[src/rtl/io_bus_fabric.sv]
// io_bus_fabric: single-master IO bus fabric that decodes CPU IO accesses onto
// N_SLOTS peripheral slots, one 256-byte page per slot, plus an internal status
// register at STATUS_PAGE.
//
// Ports:
//   sys_clk_i, sys_rst_i    clock and synchronous active-high reset
//   m_rd, m_wr              CPU strobes, held while m_stall is high
//   m_addr, m_wdata         CPU address and write data
//   m_rdata                 read data, valid in the DONE cycle
//   m_stall                 combinational wait request to the CPU
//   s_cs, s_rd, s_wr        registered one-hot slot select and strobes
//   s_addr, s_wdata         registered low address byte and write data
//   s_rdata, s_ready        flattened per-slot read data and completion
//   irq_err                 sticky bus-error flag, cleared by a status write
//
// Status register: {code[1:0], slot[3:0], 2'b00, count[7:0]}.
// Error codes: 1 = unmapped page, 2 = timeout, 3 = m_rd and m_wr both high.
//
// Optional feature: define IOFAB_TIMEOUT_EN to abort ACCESS after TIMEOUT cycles
// without s_ready. Without it, ACCESS waits indefinitely.

module io_bus_fabric #(
   parameter int unsigned  N_SLOTS      = 8,
   parameter logic [7:0]   PAGE_BASE    = 8'h68,
   parameter logic [7:0]   STATUS_PAGE  = 8'h7F,
   parameter logic [15:0]  DEFAULT_DATA = 16'h0666,
   parameter int unsigned  TIMEOUT      = 255
) (
   input  logic                   sys_clk_i,
   input  logic                   sys_rst_i,
   input  logic                   m_rd,
   input  logic                   m_wr,
   input  logic [15:0]            m_addr,
   input  logic [15:0]            m_wdata,
   output logic [15:0]            m_rdata,
   output logic                   m_stall,
   output logic [N_SLOTS-1:0]     s_cs,
   output logic                   s_rd,
   output logic                   s_wr,
   output logic [7:0]             s_addr,
   output logic [15:0]            s_wdata,
   input  logic [16*N_SLOTS-1:0]  s_rdata,
   input  logic [N_SLOTS-1:0]     s_ready,
   output logic                   irq_err
);

   if (N_SLOTS < 1 || N_SLOTS > 16 || TIMEOUT < 1 || TIMEOUT > 65535) begin : g_bad_param
      $error("io_bus_fabric: N_SLOTS or TIMEOUT out of range");
   end

   typedef enum logic [1:0] {StIdle, StAccess, StDone} state_e;

   state_e               state_q;
   logic [3:0]           slot_q;
   logic [1:0]           code_q;
   logic [3:0]           eslot_q;
   logic [7:0]           count_q;
`ifdef IOFAB_TIMEOUT_EN
   logic [15:0]          tcnt_q;
`endif

   logic [8:0]           page_diff;
   logic [3:0]           req_slot;
   logic                 req_any;
   logic                 req_mapped;
   logic                 req_status;
   logic [N_SLOTS-1:0]   cs_dec;
   logic [15:0]          sel_rdata;
   logic                 sel_ready;
   logic [7:0]           count_inc;

   // 9-bit difference so pages below PAGE_BASE never wrap into a slot.
   assign page_diff  = {1'b0, m_addr[15:8]} - {1'b0, PAGE_BASE};
   assign req_slot   = page_diff[3:0];
   assign req_mapped = !page_diff[8] && (page_diff[7:0] < 8'(N_SLOTS));
   assign req_status = (m_addr[15:8] == STATUS_PAGE);
   assign req_any    = m_rd | m_wr;
   assign count_inc  = (count_q == 8'hFF) ? 8'hFF : count_q + 8'd1;

   // Stall covers the request cycle and every ACCESS cycle; DONE is the release.
   assign m_stall = !sys_rst_i &&
                    ((state_q == StAccess) || ((state_q == StIdle) && req_any));

   always_comb begin
      cs_dec = '0;
      for (int unsigned k = 0; k < N_SLOTS; k++) begin
         cs_dec[k] = (req_slot == 4'(k));
      end
   end

   always_comb begin
      sel_rdata = '0;
      sel_ready = 1'b0;
      for (int unsigned k = 0; k < N_SLOTS; k++) begin
         if (slot_q == 4'(k)) begin
            sel_rdata = s_rdata[16*k +: 16];
            sel_ready = s_ready[k];
         end
      end
   end

   always_ff @(posedge sys_clk_i) begin
      if (sys_rst_i) begin
         state_q <= StIdle;
         slot_q  <= '0;
         s_cs    <= '0;
         s_rd    <= 1'b0;
         s_wr    <= 1'b0;
         s_addr  <= '0;
         s_wdata <= '0;
         m_rdata <= '0;
         code_q  <= '0;
         eslot_q <= '0;
         count_q <= '0;
         irq_err <= 1'b0;
`ifdef IOFAB_TIMEOUT_EN
         tcnt_q  <= '0;
`endif
      end else begin
         unique case (state_q)
            StIdle: begin
               if (req_any) begin
                  if (m_rd && m_wr) begin
                     m_rdata <= DEFAULT_DATA;
                     code_q  <= 2'd3;
                     eslot_q <= 4'd0;
                     count_q <= count_inc;
                     irq_err <= 1'b1;
                     state_q <= StDone;
                  end else if (req_status) begin
                     if (m_rd) begin
                        m_rdata <= {code_q, eslot_q, 2'b00, count_q};
                     end else begin
                        code_q  <= '0;
                        eslot_q <= '0;
                        count_q <= '0;
                        irq_err <= 1'b0;
                     end
                     state_q <= StDone;
                  end else if (req_mapped) begin
                     slot_q  <= req_slot;
                     s_cs    <= cs_dec;
                     s_rd    <= m_rd;
                     s_wr    <= m_wr;
                     s_addr  <= m_addr[7:0];
                     s_wdata <= m_wdata;
`ifdef IOFAB_TIMEOUT_EN
                     tcnt_q  <= '0;
`endif
                     state_q <= StAccess;
                  end else begin
                     m_rdata <= DEFAULT_DATA;
                     code_q  <= 2'd1;
                     eslot_q <= 4'd0;
                     count_q <= count_inc;
                     irq_err <= 1'b1;
                     state_q <= StDone;
                  end
               end
            end
            StAccess: begin
               if (sel_ready) begin
                  if (s_rd) m_rdata <= sel_rdata;
                  s_cs    <= '0;
                  s_rd    <= 1'b0;
                  s_wr    <= 1'b0;
                  state_q <= StDone;
`ifdef IOFAB_TIMEOUT_EN
               end else if (tcnt_q == 16'(TIMEOUT - 1)) begin
                  // This is the TIMEOUT-th ACCESS cycle without completion.
                  m_rdata <= DEFAULT_DATA;
                  code_q  <= 2'd2;
                  eslot_q <= slot_q;
                  count_q <= count_inc;
                  irq_err <= 1'b1;
                  s_cs    <= '0;
                  s_rd    <= 1'b0;
                  s_wr    <= 1'b0;
                  state_q <= StDone;
               end else begin
                  tcnt_q  <= tcnt_q + 16'd1;
`endif
               end
            end
            StDone: begin
               state_q <= StIdle;
            end
            default: begin
               state_q <= StIdle;
            end
         endcase
      end
   end

endmodule
[config.mk]
export PLATFORM = sky130hd
export DESIGN_NAME = io_bus_fabric
export DESIGN_NICKNAME = d
export VERILOG_FILES = /design/src/rtl/io_bus_fabric.sv
export SDC_FILE = /design/constraint.sdc
export NUM_CORES = 1
export LEC_CHECK = 0
export CORE_UTILIZATION = 44
export DETAILED_ROUTE_END_ITERATION = 6
export PLACE_DENSITY_LB_ADDON = 0.3
export SYNTH_ARGS = -nofsm -noshare
export SYNTH_HDL_FRONTEND = slang
export SYNTH_SLANG_ARGS = --single-unit
export TNS_END_PERCENT = 5
[constraint.sdc]
create_clock -name sys_clk_i -period 3.7 [get_ports sys_clk_i]
set_clock_uncertainty 0.1 [all_clocks]
set_input_delay 0.925 -clock sys_clk_i [delete_from_list [all_inputs] [get_ports sys_clk_i]]
set_output_delay 0.925 -clock sys_clk_i [all_outputs]
set_load 0.005 [all_outputs]
==> flow_metrics.tcl <==
set metrics [dict create \
    status "finished clean" \
    postSynthAreaPerCell_sq_um 8.14 \
    numPortBuffers 223 \
    whs_path_depth 2 \
    r2r_cells 6 \
    start_kind "primary input" \
    total_leakage_power_uw 0.00242 \
    path_cells "clkdlybuf4s50_1 > nor3_1 > or2_2 > nor2_1 > clkdlybuf4s50_1" \
    path_clk_slew_ns 0.06 \
    core_area_sq_mm 0.00942 \
    rr_startpoint "slot_q[0]" \
    die_h_um 102 \
    synth_adder_area_share 0.00573 \
    worst_slew_pin_slew_ns 0.935 \
    globalRouteTotalUtil 0.283 \
    fin_util 0.729 \
    synth_compound_area_frac 0.253 \
    synth_mux_area_frac 0.157 \
    placed_area_sq_mm 0.00668 \
    post-route-drc-count 0 \
    final_layout_size_suffix_gt1_frac 0.0976 \
    gr-total-overflow 0 \
    regToRegSetupSlack_ns 0.71 \
    cp_common_cell "clkdlybuf4s50_1" \
    dr.pass1.iters 4 \
    rows 35 \
    min_from "s_wdata[15]" \
    ant_nets 0 \
    synth.cell_area_sq_mm 0.00437 \
    grt_pass1_wl_um 22900 \
    ys_seq_area_frac 0.303 \
    hold_path.class "reg -> reg" \
    area_delta_synth_final_pct 57.3 \
    setup_viol_count_final 0 \
    dr.first_iter.drc_count 259 \
    worst_r2r_endpoint "m_rdata[7]" \
    dieWidth_um 102 \
    root_buffer "clkbuf_8" \
    synth_cell_types 65 \
    whs_ns 0.359 \
    synth_xor_area_frac 0 \
    cts_tree "built" \
    clockBufferDepth 2 \
    antenna_found_initial 0 \
    hold_violations 0 \
    synth_nets 710 \
    num_antenna_cells 0 \
    ys_ff_latch 66 \
    max_slew_margin 0.376 \
    grt_max_degree 61 \
    yosys_warnings 0 \
    synth_flop_cell "dfxtp_1" \
    gp_congestion 0.947 \
    worst_setup_path_end_kind "output pin" \
    synth_cells 536 \
    dp_hpwl_um 11300 \
    cts_inserted_buffers 9 \
    crit_required_ns 2.67 \
    crit_arrival_ns 2.47 \
    fin_crit_sh 0.945 \
    cts_resized 0 \
    clock.fmax_mhz 286 \
    peakVddDrop_uv 192 \
    clock_sinks 66 \
    vias 5041 \
    tns_ns 0 \
    drv_slew 0 \
    drt-total-wl_um 14900 \
    critPathSlowestCell "clkdlybuf4s50_1" \
    htreeDepth 3 \
    crit_type "in -> out" \
    clock_latency_ns 0.35 \
    initial_core_util 0.464 \
    rsz0062_at_grt "false" \
    ios 224 \
    final_nets 917 \
    powerDensity_mw_per_mm2 247 \
    dieArea_sq_mm 0.0103 \
    post_cts_buffers 0 \
    wl_per_cell_um 17.0 \
    drv_cap 0 \
    slowest_delay_ns 0.53 \
    min_period_ns 3.50 \
    synth_edf_count 0 \
    synth-simple-area-share 0.223 \
    crit_path_max_fanout 5 \
    postSynth.asyncResetShare 0 \
    synth_top_family_by_area "compound AO/OA/AOI/OAI gates" \
    finalPower_uw 1700 \
    viasPerCell 5.75 \
    hold_end "s_wdata[15]" \
    grt_pass1_vias 4779 \
    design_area_sq_mm 0.00687 \
    ctsHoldBuffers 0 \
]
-- registers in the layout, indices dropped and copies added (netlist names) --
name / cells
m_rdata: 16
slot_q: 4
count_q: 8
state_q: 2
s_addr: 8
s_rd: 1
s_wdata: 16
s_cs: 8
s_wr: 1
code_q: 2
-- report_power, final --
| group | leakage (uW) | internal, uW | switching (uW) |
|---|---|---|---|
| sequential | 0.000536 | 726 | 14.4 |
| clock | 0.0000893 | 309 | 276 |
| combinational | 0.00179 | 241 | 132 |
-- kinds of logic (layout without fill, tap and decap cells) --
kind of cell,Yosys count,in the layout
adders and majority gates,2,2
buffers and inverters,58,270
AOI/OAI and AO/OA,163,163
DFF,66,66
muxes,58,58
and+or+nand+nor,189,189
-- synth_stat cells, types with 3 or more instances --
cell / number / area [sq um]
a211oi_1: 14 / 105
a21oi_1: 40 / 200
a22oi_1: 6 / 45.0
a32oi_1: 3 / 26.3
and3_1: 8 / 50.1
buf_1: 3 / 11.3
buf_2: 6 / 30.0
clkbuf_1: 29 / 109
dfxtp_1: 66 / 1320
inv_1: 16 / 60.1
mux2_2: 23 / 259
mux2i_1: 29 / 290
mux4_2: 6 / 135
nand2_1: 53 / 199
nand2b_1: 8 / 50.1
nand3_1: 31 / 155
nand3b_1: 3 / 22.5
nand4_1: 6 / 37.5
nor2_1: 27 / 101
nor2b_1: 8 / 50.1
nor3_1: 11 / 55.1
nor3b_1: 13 / 97.6
o211a_1: 3 / 30.0
o211ai_1: 6 / 45.0
o21a_1: 6 / 45.0
o21ai_0: 41 / 205
o22ai_1: 5 / 31.3
o311ai_0: 6 / 52.6
o31ai_1: 4 / 30.0
or3_1: 6 / 37.5
-- through the flow --
step	std cells	setup slack, ns
after global placement	861	0.208
after CTS	877	0.196
after floorplan	536	0.916
after detailed placement	861	0.141
after global routing	877	0.128
final	877	0.203
-- worst max-delay path, delay by kind of cell --
kind          cells  cell delay (ns)
buf+inv           2             1.04
simple gates      3             0.50
-- area by class of cell --
type,count,area (sq um)
clock buffers,11,131
clock inverters,5,55.1
fillers,744,2550
inverters,16,60.1
multi-input cells,412,2800
flip-flops and latches,66,1320
well taps,129,161
repair buffers,238,2340
-- worst max path at each step --
stage | start | endpoint | cells after the start
2_1_floorplan | m_addr[11] | count_q[4] | 8
3_5_place_dp | m_addr[11] | m_rdata[7] | 8
4_1_cts | m_rd | m_stall | 5
3_3_place_gp | m_rd | m_stall | 5
5_1_grt | m_rd | m_stall | 5
6_report | m_rd | m_stall | 5
-- cell usage in the layout (no fill, tap or decap), types with 16 or more instances in the layout --
| master | n |
|---|---|
| dfxtp_1 | 64 |
| mux2_2 | 23 |
| nor2_1 | 27 |
| inv_1 | 16 |
| nand2_1 | 53 |
| a21oi_1 | 40 |
| o21ai_0 | 41 |
| clkdlybuf4s50_1 | 222 |
| nand3_1 | 31 |
| mux2i_1 | 29 |
-- layer usage --
layer / global-route usage / share of wire / vias up / wire length, um
li1: - / - / 2425 / -
met1: 0.340 / 0.41 / 2384 / 6040
met2: 0.494 / 0.51 / 197 / 7520
met3: 0.0635 / 0.062 / 35 / 919
met4: 0.101 / 0.026 / 0 / 393
met5: 0 / 0 / - / 0
No activity file was read; power rests on OpenSTA's default activity.
